--- src/rtl/bus_arbiter.sv ---
// rtl/bus_arbiter.sv - round-robin bus arbiter and address/access sequencer
module bus_arbiter #(
    parameter int DATA_WIDTH    = 8,
    parameter int ADDRESS_WIDTH = 16,
    parameter int NUM_REQ       = 4,
    parameter int WAIT_CYCLES   = 1
) (
    input  logic                               clk,
    input  logic                               rst,
    input  logic [NUM_REQ-1:0]                 req,
    input  logic [NUM_REQ-1:0]                 req_write,
    input  logic [NUM_REQ*ADDRESS_WIDTH-1:0]   req_address,
    input  logic [NUM_REQ*DATA_WIDTH-1:0]      req_wdata,
    output logic [NUM_REQ-1:0]                 grant,
    output logic [NUM_REQ-1:0]                 ack,
    output logic [DATA_WIDTH-1:0]              rdata,
    output logic [ADDRESS_WIDTH-1:0]           bus_address,
    output logic                               bus_address_read_enable,
    output logic                               bus_enable,
    output logic                               bus_write,
    output logic [DATA_WIDTH-1:0]              bus_wdata,
    input  logic [DATA_WIDTH-1:0]              bus_rdata
);

    localparam int PW = $clog2(NUM_REQ);

    typedef enum logic [1:0] {
        S_IDLE,
        S_ADDR,
        S_ACCESS,
        S_DONE
    } state_t;

    state_t                  state;
    state_t                  state_nxt;
    logic [PW-1:0]           ptr;
    logic [PW-1:0]           own_idx;
    logic [PW-1:0]           win_idx;
    logic                    win_valid;
    logic [3:0]              cnt;
    logic                    cap_write;
    logic [DATA_WIDTH-1:0]   cap_wdata;

    // Walk downward so the lowest offset from ptr is the final assignment.
    always_comb begin
        int j;
        win_valid = 1'b0;
        win_idx   = ptr;
        j         = 0;
        for (int i = NUM_REQ - 1; i >= 0; i--) begin
            j = int'(ptr) + i;
            if (j >= NUM_REQ) begin
                j = j - NUM_REQ;
            end
            if (req[j]) begin
                win_valid = 1'b1;
                win_idx   = PW'(j);
            end
        end
    end

    always_ff @(posedge clk) begin
        if (rst) begin
            state <= S_IDLE;
        end else begin
            state <= state_nxt;
        end
    end

    always_comb begin
        state_nxt = state;
        case (state)
            S_IDLE:   if (win_valid) state_nxt = S_ADDR;
            S_ADDR:   state_nxt = S_ACCESS;
            S_ACCESS: if (cnt == 4'd0) state_nxt = S_DONE;
            S_DONE:   state_nxt = S_IDLE;
            default:  state_nxt = S_IDLE;
        endcase
    end

    // bus_address doubles as the captured address so it is stable for all of ADDR.
    always_ff @(posedge clk) begin
        if (rst) begin
            ptr         <= '0;
            own_idx     <= '0;
            grant       <= '0;
            rdata       <= '0;
            bus_address <= '0;
            cap_write   <= 1'b0;
            cap_wdata   <= '0;
            cnt         <= 4'd0;
        end else begin
            case (state)
                S_IDLE: begin
                    if (win_valid) begin
                        grant       <= {{(NUM_REQ-1){1'b0}}, 1'b1} << win_idx;
                        own_idx     <= win_idx;
                        cap_write   <= req_write[win_idx];
                        bus_address <= req_address[win_idx*ADDRESS_WIDTH +: ADDRESS_WIDTH];
                        cap_wdata   <= req_wdata[win_idx*DATA_WIDTH +: DATA_WIDTH];
                    end
                end
                S_ADDR: begin
                    cnt <= 4'(WAIT_CYCLES - 1);
                end
                S_ACCESS: begin
                    if (cnt == 4'd0) begin
                        if (!cap_write) begin
                            rdata <= bus_rdata;
                        end
                    end else begin
                        cnt <= cnt - 4'd1;
                    end
                end
                S_DONE: begin
                    grant <= '0;
                    ptr   <= (own_idx == PW'(NUM_REQ - 1)) ? '0 : own_idx + 1'b1;
                end
                default: begin
                    grant <= '0;
                end
            endcase
        end
    end

    assign bus_address_read_enable = (state == S_ADDR);
    assign bus_enable              = (state == S_ACCESS);
    assign bus_write               = (state == S_ACCESS) && cap_write;
    assign bus_wdata               = cap_wdata;
    assign ack                     = (state == S_DONE) ? grant : '0;

endmodule

--- config.mk ---
export PLATFORM = sky130hd
export DESIGN_NAME = bus_arbiter
export DESIGN_NICKNAME = d
export VERILOG_FILES = /design/src/rtl/bus_arbiter.sv
export SDC_FILE = /design/constraint.sdc
export NUM_CORES = 1
export LEC_CHECK = 0
export ABC_AREA = 1
export BUFFER_PORTS_ARGS = -buffer_cell sky130_fd_sc_hd__buf_2
export CAP_MARGIN = 20
export CORE_AREA = 2 2 157 82
export DETAILED_ROUTE_END_ITERATION = 16
export DIE_AREA = 0 0 159 84
export HOLD_SLACK_MARGIN = 0.08
export SYNTH_ARGS = -nofsm -noshare
export SYNTH_HDL_FRONTEND = slang
export SYNTH_SLANG_ARGS = --single-unit
--- constraint.sdc ---
create_clock -name clk -period 5.2 [get_ports clk]
set_clock_uncertainty 0.1 [all_clocks]
set_input_delay 0.78 -clock clk [delete_from_list [all_inputs] [get_ports clk]]
set_output_delay 0.78 -clock clk [all_outputs]
set_load 0.03 [all_outputs]
Word-level counts from Yosys, hierarchy flattened
Index checks and enable logic that the tools add are counted.
{"block": "word_totals", "register_bits": 47, "latchBits": 0, "ramBits": 0, "mem_bits_ro": 0, "inputBits": 114, "word_cells": 83, "mem_count": 0}
{"block": "op_classes", "n_addsub": 9, "n_mul": 0, "div": 0, "order_cmp": 9, "eq_ne": 7, "shifts": 3, "mux": 35, "n_bitwise": 1, "reduce_logical": 10}
{"op": "$lt 32x4->1 const B", "n": 4}
{"op": "$mux 32", "n": 4}
{"op": "$shiftx 64x7->16", "n": 1}
{"op": "$shiftx 32x6->8", "n": 1}
{"op": "$pmux 4 s2", "n": 2}
{"op": "$mux 2", "n": 7}
{"op": "$mux 1", "n": 13}
{"op": "$mux 4", "n": 3}
{"op": "$sub 3x3->4 const B", "n": 3}
{"op": "$bmux 1 s2", "n": 5}
{"op": "$ge 3x3->1 const B", "n": 3}
{"op": "$pmux 2 s4", "n": 1}
{"op": "$reduce_and 2->1", "n": 4}
{"op": "$add 2x2->3 const B", "n": 2}
{"op": "$eq 2x2->1 const B", "n": 3}
{"op": "$logic_not 4->1", "n": 1}
{"op": "$ne 2x2->1 const B", "n": 2}
{"op": "$reduce_bool 2->1", "n": 2}
{"op": "$shl 1x2->4 const A", "n": 1}
{"op": "$sub 2x3->4 const B", "n": 1}
{"op": "$sub 4x1->4 const B", "n": 1}
{"op": "$add 2x1->3 const B", "n": 1}
{"op": "$ge 2x3->1 const B", "n": 1}
{"op": "$lt 2x3->1 const B", "n": 1}
{"op": "7 further kinds", "n": 7}

Logic depth before layout (Yosys ltp)
{"block": "logic_depth", "word_depth": 13, "mapped_depth": 16, "mapped_depth_nobuf": 15}

Worst setup path before layout
OpenSTA, ideal clock, no wires.
{"block": "synth_path", "path_type": "input to register", "start": "input req[3]", "end": "register bus_address[12]", "setup_time_ps": 117, "t_arrival_ps": 1862, "required_ps": 4983, "slack_ps": 3121, "stages": 15, "path_buffers": 2, "path_cell_list": "nand2_1 nand2_1 nand2_1 nand2_1 inv_2 nand2_2 nand3_2 nand2_1 nand2_2 buf_6 buf_6 nand3_1 nand3_1 nor2_1 nor2_1"}
{"block": "synth_via", "elab_chain_cells": 8}
{"element": "from (decl)", "line_no": "10", "rtl": "input logic [NUM_REQ-1:0] req,"}
{"element": "$bmux 1 s2", "line_no": "55", "rtl": "if (req[j]) begin"}
{"element": "$mux 1 (not written as such) (2 in series)", "line_no": "55"}
{"element": "$mux 2 or $mux 1 (tied branches) (4 in series)", "line_no": "55"}
{"element": "$shiftx 64x7->16 or $reduce_and 2->1 (tied branches)"}
{"element": "to (signal assigned)", "line_no": "99", "rtl": "bus_address <= req_address[win_idx*ADDRESS_WIDTH +: ADDRESS_WIDTH];"}
{"element": "to (decl)", "line_no": "17", "rtl": "output logic [ADDRESS_WIDTH-1:0] bus_address,"}
Several ways; a longest one is shown, not always the timed one. The select of a mux whose other input is x is not followed.
A chain may end at the register's enable or synchronous reset.

Final worst setup path
{"block": "layout_path", "start": "register ptr[0]", "end": "register bus_address[13]"}
{"block": "layout_via", "elab_chain_cells": 11}
{"element": "from (decl)", "line_no": "36", "rtl": "logic [PW-1:0] ptr;"}
{"element": "from (signal assigned)", "line_no": "117", "rtl": "ptr <= (own_idx == PW'(NUM_REQ - 1)) ? '0 : own_idx + 1'b1;"}
{"element": "$add 2x2->3", "line_no": "51", "rtl": "j = int'(ptr) + i;"}
{"element": "$sub 3x3->4 or $ge 3x3->1 (tied branches)", "line_no": "53, 52"}
{"element": "$mux 32", "line_no": "52", "rtl": "if (j >= NUM_REQ) begin"}
{"element": "$bmux 1 s2", "line_no": "55"}
{"element": "$mux 1 (not written as such) (2 in series)", "line_no": "55"}
{"element": "$mux 2 or $mux 1 (tied branches) (4 in series)", "line_no": "55"}
{"element": "$shiftx 64x7->16 or $reduce_and 2->1 (tied branches)"}
Several ways; a longest one is shown, not always the timed one. The select of a mux whose other input is x is not followed.

==> impl_results.md <==
- Drt pass-1 iters: 5
- Synth async-reset ratio: 0
- Largest net degree at the start of global routing: 55
- Max_cap viols: 0
- CTS resizes: 0
- VDD IR-drop max: 0.2388 mV
- Clock latency on the worst-skew pair: 300 ps
- Highest net fanout along the worst path: 49
- Count of pins over their slew limit: 0
- Crit end category: register
- Hold Crit Class: reg2reg
- Post-CTS Setup Inserts: 0
- Setup CP Type: reg2reg
- Initial antenna violation count: 0
- # fillers: 1356
- Clk root buf: clkbuf_16
- GRT Total Usage: 0.1500
- Ports: 157
- # rows: 29
- Final GP Congestion: 0.8579
- Starting density of the core: 0.2514
- CTS sink count: 47
- Leak pwr: 2.270 nW
- Top Layer Used: met4
- Syn_nets: 638
- # nets final: 776
- Core box area: 12190 um2
- Vias in the first global route: 3168
- Final setup TNS: 0 ps
- Reg clk slew, reported paths: 70 ps
- Bufs on Longest Clock Path: 2
- RSZ-0062 raised after global routing: no
- ANT cells: 0
- DRC Markers: 0
- Area Overhead vs Synth: 32.94%
- Final worst-path cycle share: 0.5705
- Ys flop type: dfxtp_1
- Share of cells above drive strength 1: 0.2779
- Post-synth EDFFs: 0
- WL final: 10.24 mm
- Setup violations, final: 0
- DRT iter0 DRCs: 412
- Wire length per cell: 12.41 um
- Crit path time final: 2967 ps
- Yosys warnings: 0
- Worst setup margin: 2234 ps
- Final ANT Viol Nets: 0
- Overflow after GRT: 0
- PwrDens: 605.7 nW/um2
- Relative slew slack: 0.4334
- H-tree depth: 2
- Metal2 WL: 3.580 mm
- Die area: 13360 um2
- Worst-Margin Slew: 848.7 ps
- First-pass GRT wire length: 16.10 mm
- M1 WL: 5.690 mm
- CP required: 5280 ps
- Final hold slack: 359.8 ps
- Post-Syn Instances: 516
- Total CTS buffers: 5
- Max frequency: 0.3371 GHz
- DR WL met3: 909 um
- Final Hold Fails: 0
- Vias: 3627
- Buffers on Ports: 156
- Synth Cell Area: 3065 um2
- Status: complete, no violations
- Synth cell types: 26
- Die height: 84 um
- WP data arrival: 3050 ps
- Synth Register Bits: 47
- DR vias/cell: 4.396
- CTS Hold Buffers Added: 0
- Hpwl dp: 7.396 mm
- CTS tree: done
- Sequential share of the synthesized area: 0.3069
- Crit path launch type: register
- Avg Synthesized Cell Area: 5.941 um2
- Chip width: 159 um
- Placement Setup Slack: 2161 ps
==> layout by cell type (no fill, tap or decap), types with 3 or more instances in the layout <==
cell type	n
buf_2	156
nor2_1	124
nand2_1	97
nand3_1	86
inv_1	50
dfxtp_1	47
o21ai_0	39
a21oi_1	10
ha_1	8
inv_2	7
nand2_2	5
clkbuf_16	5
buf_4	4
nand4_1	3
==> layer usage <==
metal  vias up  track usage
met5         -            0
met4         0      0.02479
met3         7      0.03974
met2       148       0.1949
met1      1563       0.2400
li1       1909            -
==> synthesized netlist by cell type (all sizes together), types with 3 or more instances <==
library cell | instances | area, um2
a21oi | 10 | 50.05
buf | 19 | 126.4
clkbuf | 10 | 37.54
dfxtp | 47 | 940.9
ha | 8 | 100.1
inv | 57 | 214.0
nand2 | 102 | 395.4
nand3 | 87 | 440.4
nand4 | 3 | 18.77
nor2 | 124 | 465.5
o21ai | 41 | 205.2
==> registers in the layout (all words and copies together) (netlist names) <==
signal	flops
ptr	2
bus_wdata	8
cap_write	1
grant	4
own_idx	2
bus_address	16
state	2
rdata	8
cnt	4
==> report_power, final <==
part           leakage [nW]  internal [W]  switching (W)
clock                0.0708      0.000182       0.000161
combinational          1.81      0.000447        0.00107
sequential            0.388      0.000517      0.0000868
==> metrics by stage <==
step                      total power [W]    util  cell area, um2  std cells
after CTS                        0.002483  0.3343            4075        825
after floorplan                  0.001768       -            3065        516
after detailed placement         0.002129  0.3219            3925        817
after global routing             0.002689  0.3343            4075        825
after global placement           0.002138  0.3219            3925        817
final                            0.002468  0.3343            4075        825
==> worst max-delay path, cell delays in order (launching register included) <==
cell and delay, ps:
dfxtp_1 600, inv_2 160, nand2_1 110, nand2_1 80, nand2_1 110, nand2_1 70
inv_2 70, nand2_2 60, nand3_2 60, nand2_1 60, nand2_2 440, buf_4 510
nand2_1 110, nand2_1 80, nor2_1 50, nor2_1 100, nor2_1 50
==> final timing paths <==
kind | from | endpoint | slack [ps] | cells after the start
max reg2reg | ptr[0] | bus_address[13] | 2230 | 16
min reg2reg | cnt[0] | cnt[0] | 360 | 1
max | ptr[0] | bus_address[13] | 2230 | 16
min | cnt[0] | cnt[0] | 360 | 1
==> layout make-up <==
class	instances	area [um2]	share of cell area
Clock inverter	3	25.02	0.006141
Timing Repair Buffer	160	810.8	0.1990
Multi-Input combinational cell	383	1747	0.4286
Clock buffer	5	125.1	0.03070
Inverter	57	214.0	0.05250
Tap cell	170	212.7	0.05220
Sequential cell	47	940.9	0.2309
==> kinds of logic after synthesis <==
family	after synthesis	synth area share
flip-flops	47	0.3069
adder cells (fa/ha/maj)	8	0.03265
AO/OA/AOI/OAI	57	0.1020
buffers and inverters	86	0.1233
XOR/XNOR	1	0.002858
AND/OR/NAND/NOR	317	0.4322
(Power assumes the default switching activity.)
